File: config.mk
export PLATFORM = sky130hd
export DESIGN_NAME = shift_alu_arbiter
export DESIGN_NICKNAME = d
export VERILOG_FILES = /design/src/rtl/shift_alu_arbiter.sv
export SDC_FILE = /design/constraint.sdc
export NUM_CORES = 1
export LEC_CHECK = 0
export CORE_MARGIN = 1
export CORE_UTILIZATION = 42
export CTS_CLUSTER_DIAMETER = 30
export DETAILED_ROUTE_END_ITERATION = 16
export DONT_BUFFER_PORTS = 1
export GPL_TIMING_DRIVEN = 0
export PLACE_DENSITY = 0.52
export SYNTH_ARGS = -nofsm -noshare
export SYNTH_HDL_FRONTEND = slang
export SYNTH_SLANG_ARGS = --single-unit
export TNS_END_PERCENT = 50
File: constraint.sdc
create_clock -name clk -period 7.1 [get_ports clk]
set_input_delay 0.71 -clock clk [delete_from_list [all_inputs] [get_ports clk]]
set_output_delay 0.71 -clock clk [all_outputs]
set_load 0.005 [all_outputs]
File: src/rtl/shift_alu_arbiter.sv
// -----------------------------------------------------------------------------
// shift_alu_arbiter
//   Shares one 16-bit shift/rotate ALU between NUM_REQ requesters. A round-robin
//   arbiter picks one requester per cycle while the single result slot is free
//   (empty, or being drained this cycle). The ALU result is registered into that
//   slot and presented with a valid/ready handshake towards the consumer.
//
// Ports
//   clk          rising-edge clock
//   rst          synchronous, active-high reset
//   req_valid    per-requester request valid              [NUM_REQ]
//   req_ready    per-requester accept strobe, one-hot/zero [NUM_REQ]
//   req_choice   op per requester (00 SLL, 01 RL, 10 SRL, 11 RR), slice k = [2k+1:2k]
//   req_data     operand per requester, slice k = [16k+15:16k]
//   req_shift    shift amount per requester, slice k = [4k+3:4k]
//   rsp_valid    result slot holds a valid result
//   rsp_ready    consumer accepts the result
//   rsp_id       index of the requester owning rsp_data
//   rsp_data     ALU result
//   busy_cycles  saturating count of cycles with rsp_valid=1 and rsp_ready=0
//
// Also contains shift_alu, the shared combinational shifter.
// -----------------------------------------------------------------------------

// shift_alu: op 00 SLL, 01 RL (rotate toward MSB), 10 SRL, 11 RR (rotate toward LSB).
// Ports: op (2), a (16 operand), sh (4 amount), y (16 result).
module shift_alu (
  input  logic [1:0]  op,
  input  logic [15:0] a,
  input  logic [3:0]  sh,
  output logic [15:0] y
);
  logic [31:0] dbl_l;
  logic [31:0] dbl_r;

  // Rotates are taken from a doubled operand so that sh=0 needs no special case.
  always_comb begin
    dbl_l = {a, a} << sh;
    dbl_r = {a, a} >> sh;
    y     = a;
    case (op)
      2'b00:   y = a << sh;
      2'b01:   y = dbl_l[31:16];
      2'b10:   y = a >> sh;
      default: y = dbl_r[15:0];
    endcase
  end
endmodule

module shift_alu_arbiter #(
  parameter int NUM_REQ = 4,
  parameter int IDW     = 2
) (
  input  logic                   clk,
  input  logic                   rst,
  input  logic [NUM_REQ-1:0]     req_valid,
  output logic [NUM_REQ-1:0]     req_ready,
  input  logic [2*NUM_REQ-1:0]   req_choice,
  input  logic [16*NUM_REQ-1:0]  req_data,
  input  logic [4*NUM_REQ-1:0]   req_shift,
  output logic                   rsp_valid,
  input  logic                   rsp_ready,
  output logic [IDW-1:0]         rsp_id,
  output logic [15:0]            rsp_data,
  output logic [15:0]            busy_cycles
);
  localparam int DATA_W = 16;
  localparam int PW     = (NUM_REQ > 1) ? $clog2(NUM_REQ) : 1;

  typedef enum logic {S_EMPTY, S_FULL} slot_e;

  slot_e             state_q, state_d;
  logic [PW-1:0]     ptr_q, ptr_d;
  logic [IDW-1:0]    rsp_id_q, rsp_id_d;
  logic [DATA_W-1:0] rsp_data_q, rsp_data_d;
  logic [15:0]       busy_q, busy_d;

  logic              slot_free;
  logic              gnt_found;
  logic [PW-1:0]     gnt_idx;
  logic              grant;
  logic [1:0]        sel_op;
  logic [DATA_W-1:0] sel_data;
  logic [3:0]        sel_sh;
  logic [DATA_W-1:0] alu_y;

  // ---- Stage 0: round-robin arbitration, payload select, shared ALU ----

  assign rsp_valid = (state_q == S_FULL);
  assign slot_free = !rsp_valid || rsp_ready;

  // Two passes: first requesters at or above the pointer, then the wrapped part.
  always_comb begin
    gnt_found = 1'b0;
    gnt_idx   = '0;
    for (int k = 0; k < NUM_REQ; k++) begin
      if (!gnt_found && req_valid[k] && (k >= int'(ptr_q))) begin
        gnt_found = 1'b1;
        gnt_idx   = PW'(k);
      end
    end
    for (int k = 0; k < NUM_REQ; k++) begin
      if (!gnt_found && req_valid[k] && (k < int'(ptr_q))) begin
        gnt_found = 1'b1;
        gnt_idx   = PW'(k);
      end
    end
  end

  assign grant = !rst && slot_free && gnt_found;

  always_comb begin
    sel_op    = '0;
    sel_data  = '0;
    sel_sh    = '0;
    req_ready = '0;
    for (int k = 0; k < NUM_REQ; k++) begin
      if (gnt_idx == PW'(k)) begin
        sel_op   = req_choice[2*k +: 2];
        sel_data = req_data[16*k +: 16];
        sel_sh   = req_shift[4*k +: 4];
      end
      req_ready[k] = grant && (gnt_idx == PW'(k));
    end
  end

  shift_alu u_alu (
    .op (sel_op),
    .a  (sel_data),
    .sh (sel_sh),
    .y  (alu_y)
  );

  // ---- Stage 1: result slot FSM, pointer and stall counter ----

  always_comb begin
    state_d    = state_q;
    ptr_d      = ptr_q;
    rsp_id_d   = rsp_id_q;
    rsp_data_d = rsp_data_q;
    busy_d     = busy_q;

    if (grant) begin
      ptr_d = (int'(gnt_idx) == NUM_REQ - 1) ? '0 : gnt_idx + 1'b1;
    end

    case (state_q)
      S_EMPTY: begin
        if (grant) begin
          state_d    = S_FULL;
          rsp_id_d   = IDW'(gnt_idx);
          rsp_data_d = alu_y;
        end
      end
      default: begin
        if (rsp_ready) begin
          // Drain and refill in the same cycle keeps throughput at 1 op/cycle.
          if (grant) begin
            rsp_id_d   = IDW'(gnt_idx);
            rsp_data_d = alu_y;
          end else begin
            state_d = S_EMPTY;
          end
        end else if (busy_q != 16'hFFFF) begin
          busy_d = busy_q + 16'd1;
        end
      end
    endcase
  end

  always_ff @(posedge clk) begin
    if (rst) begin
      state_q    <= S_EMPTY;
      ptr_q      <= '0;
      rsp_id_q   <= '0;
      rsp_data_q <= '0;
      busy_q     <= '0;
    end else begin
      state_q    <= state_d;
      ptr_q      <= ptr_d;
      rsp_id_q   <= rsp_id_d;
      rsp_data_q <= rsp_data_d;
      busy_q     <= busy_d;
    end
  end

  assign rsp_id      = rsp_id_q;
  assign rsp_data    = rsp_data_q;
  assign busy_cycles = busy_q;

endmodule

==> results.json <==
{
  "drv_slew": 0,
  "diodes": 0,
  "synth_top_area_share": 0.1806,
  "htreeDepth": 2,
  "n_fill_cell": 995,
  "fin_crit_sh": 0.5860,
  "die-width_um": 100.8,
  "setup_tns_ns": 0,
  "vias": 4511,
  "drive_above_1_share": 0.1271,
  "ant_nets": 0,
  "drt_iter0_markers": 332,
  "cts.path.max_buffers": 2,
  "syn_nets": 635,
  "avgSynthCellArea_um2": 7.666,
  "fin_nets": 642,
  "worstSetupPathType": "in -> reg",
  "hold_path_class": "reg -> reg",
  "synth_edf_count": 0,
  "numPortBuffers": 0,
  "synth_largest_area_cell": "dfxtp_1",
  "gr-total-overflow": 0,
  "power_density_nw_per_um2": 430.4,
  "netlist-cell-type-count": 60,
  "start_kind": "input pin",
  "synth_cells": 535,
  "die_area_um2": 10160,
  "grt_pass1_vias": 4270,
  "cts_tree": "yes",
  "total_power_w": 0.001873,
  "relSlewSlack": 0.1937,
  "gp_routability_congestion": 0.9098,
  "synthTopCellsByCount": "nor2_1, mux2i_1, nand2_1",
  "detailed_place_hpwl_um": 12250,
  "fp-row-count": 35,
  "clk_pin_slew_ns": 0.08,
  "worstPathArrival_ns": 4.36,
  "wl_um": 15190,
  "ys_ff_latch": 37,
  "syn_to_final_growth_pct": 6.132,
  "hold_viol": 0,
  "irDropWorstVdd_mv": 0.1192,
  "ys_seq_area_frac": 0.1806,
  "finalSetupViolations": 0,
  "post_cts_buffers": 0,
  "final_core_util": 0.4645,
  "first_pass_iters": 5,
  "crit_fanout": 10,
  "yosysWarnings": 0,
  "async_flop_share": 0,
  "maxCapViolCount": 0,
  "max_freq_mhz": 240.4,
  "grt_usage": 0.3027,
  "insertion_delay_ns": 0.30,
  "viasPerCell": 6.713,
  "core_area_um2": 9371,
  "synth.area.top_cells": "dfxtp_1, mux2i_1, nor2_1",
  "cp-end-kind": "flop",
  "period_needed_ns": 4.160,
  "cp.required_ns": 7.30,
  "synth.most_common_cell": "nor2_1",
  "status": "complete, no violations",
  "wire_per_inst_um": 22.60,
  "worst_slew_pin_slew_ns": 1.200,
  "finClkSkew_ns": 0.003407,
  "cts_resized": 0,
  "drc": 0,
  "grt_max_degree": 14,
  "synthFlopType": "dfxtp_1",
  "start_util": 0.4377,
  "fp.dieH_um": 100.8,
  "numCtsBuffers": 5,
  "rsz0062_at_grt": "no",
  "cts_sinks": 37,
  "antenna_found_initial": 0,
  "fin_hold_ws_ns": 0.5013,
  "p_leak_nw": 1.676,
  "grt_pass1_wl_um": 23470,
  "syn-cell-area_um2": 4101,
  "ios": 134,
  "holdBufCountCts": 0,
  "root_buffer": "clkbuf_8"
}
final timing paths:
check | from | to | slack, ns | cells past startpoint
setup / recovery | req_valid[0] | rsp_data[2] | 2.94 | 16
hold / removal | rsp_data[15] | rsp_data[15] | 0.50 | 1
setup reg to reg | ptr_q[0] | rsp_data[2] | 2.97 | 15
hold reg to reg | rsp_data[15] | rsp_data[15] | 0.50 | 1
kinds of logic (layout without fill, tap and decap cells):
family / Yosys count / in the layout / share of synthesized area
AOI/OAI and AO/OA: 201 / 201 / 0.3676
and+or+nand+nor: 166 / 166 / 0.1861
muxes: 61 / 61 / 0.1510
buffers and inverters: 50 / 58 / 0.06742
DFF: 37 / 37 / 0.1806
xor gates and xnor gates: 15 / 15 / 0.03203
adders and majority gates: 5 / 5 / 0.01525
per-stage QoR:
stage	std cells	setup WS [ns]	cell area, um^2
3_5_place_dp	664	2.667	4263
2_1_floorplan	535	3.575	4101
5_1_grt	672	2.553	4353
6_report	672	2.940	4353
3_3_place_gp	664	2.681	4263
4_1_cts	672	2.983	4353
power breakdown:
part | switching [W] | internal (W) | leakage (nW)
sequential | 0.0000360 | 0.000252 | 0.303
combinational | 0.000925 | 0.000507 | 1.33
clock | 0.0000836 | 0.0000697 | 0.0445
registers in the layout (all words and copies together), names as in the netlist:
| signal | flops |
|---|---|
| busy_cycles | 16 |
| ptr_q | 2 |
| rsp_data | 16 |
| rsp_id | 2 |
| rsp_valid | 1 |
per-layer routing:
metal / global-route usage / up-vias / share of wire
li1: - / 2104 / -
met1: 0.3838 / 2174 / 0.42
met2: 0.5068 / 189 / 0.48
met3: 0.05548 / 44 / 0.069
met4: 0.1204 / 0 / 0.035
met5: 0 / - / 0
layout make-up:
class                      instances  area, um^2  share of cell area
multi-input combinational        448        3084              0.7085
inverter                           6       22.52            0.005174
clock inverter                     3       21.27            0.004886
tap                              129       161.4             0.03708
clock buffer                       5       68.82             0.01581
buffer                            44       254.0             0.05835
sequential                        37       740.7              0.1702
critical path: stages:
cell and delay (ns):
inv_1 0.05, nor2_1 0.05, a21oi_1 0.11, o22ai_1 0.09
a21oi_1 0.33, inv_1 0.12, ha_1 0.29, or2_1 0.24
buf_2 0.20, a221oi_1 0.54, nor3_1 0.22, a21oi_1 0.23
a211oi_1 0.11, o31ai_1 0.59, o221ai_1 0.24, and3_1 0.23
layout by cell type (no fill, tap or decap), types with 6 or more instances in the layout:
cell type and count:
a21oi_1 30, mux2i_1 56, a221oi_2 9, o211ai_1 11, buf_2 23, o21ai_0 25, nor2_1 60, nand3_1 8
dfxtp_1 37, nand2_1 42, and2_1 9, clkbuf_1 8, o22ai_1 28, nor3_1 19, buf_4 6, a221o_1 8
a211oi_1 18, inv_1 6, xor2_1 13, a221oi_1 12
Power figures use the tool's default switching activity.
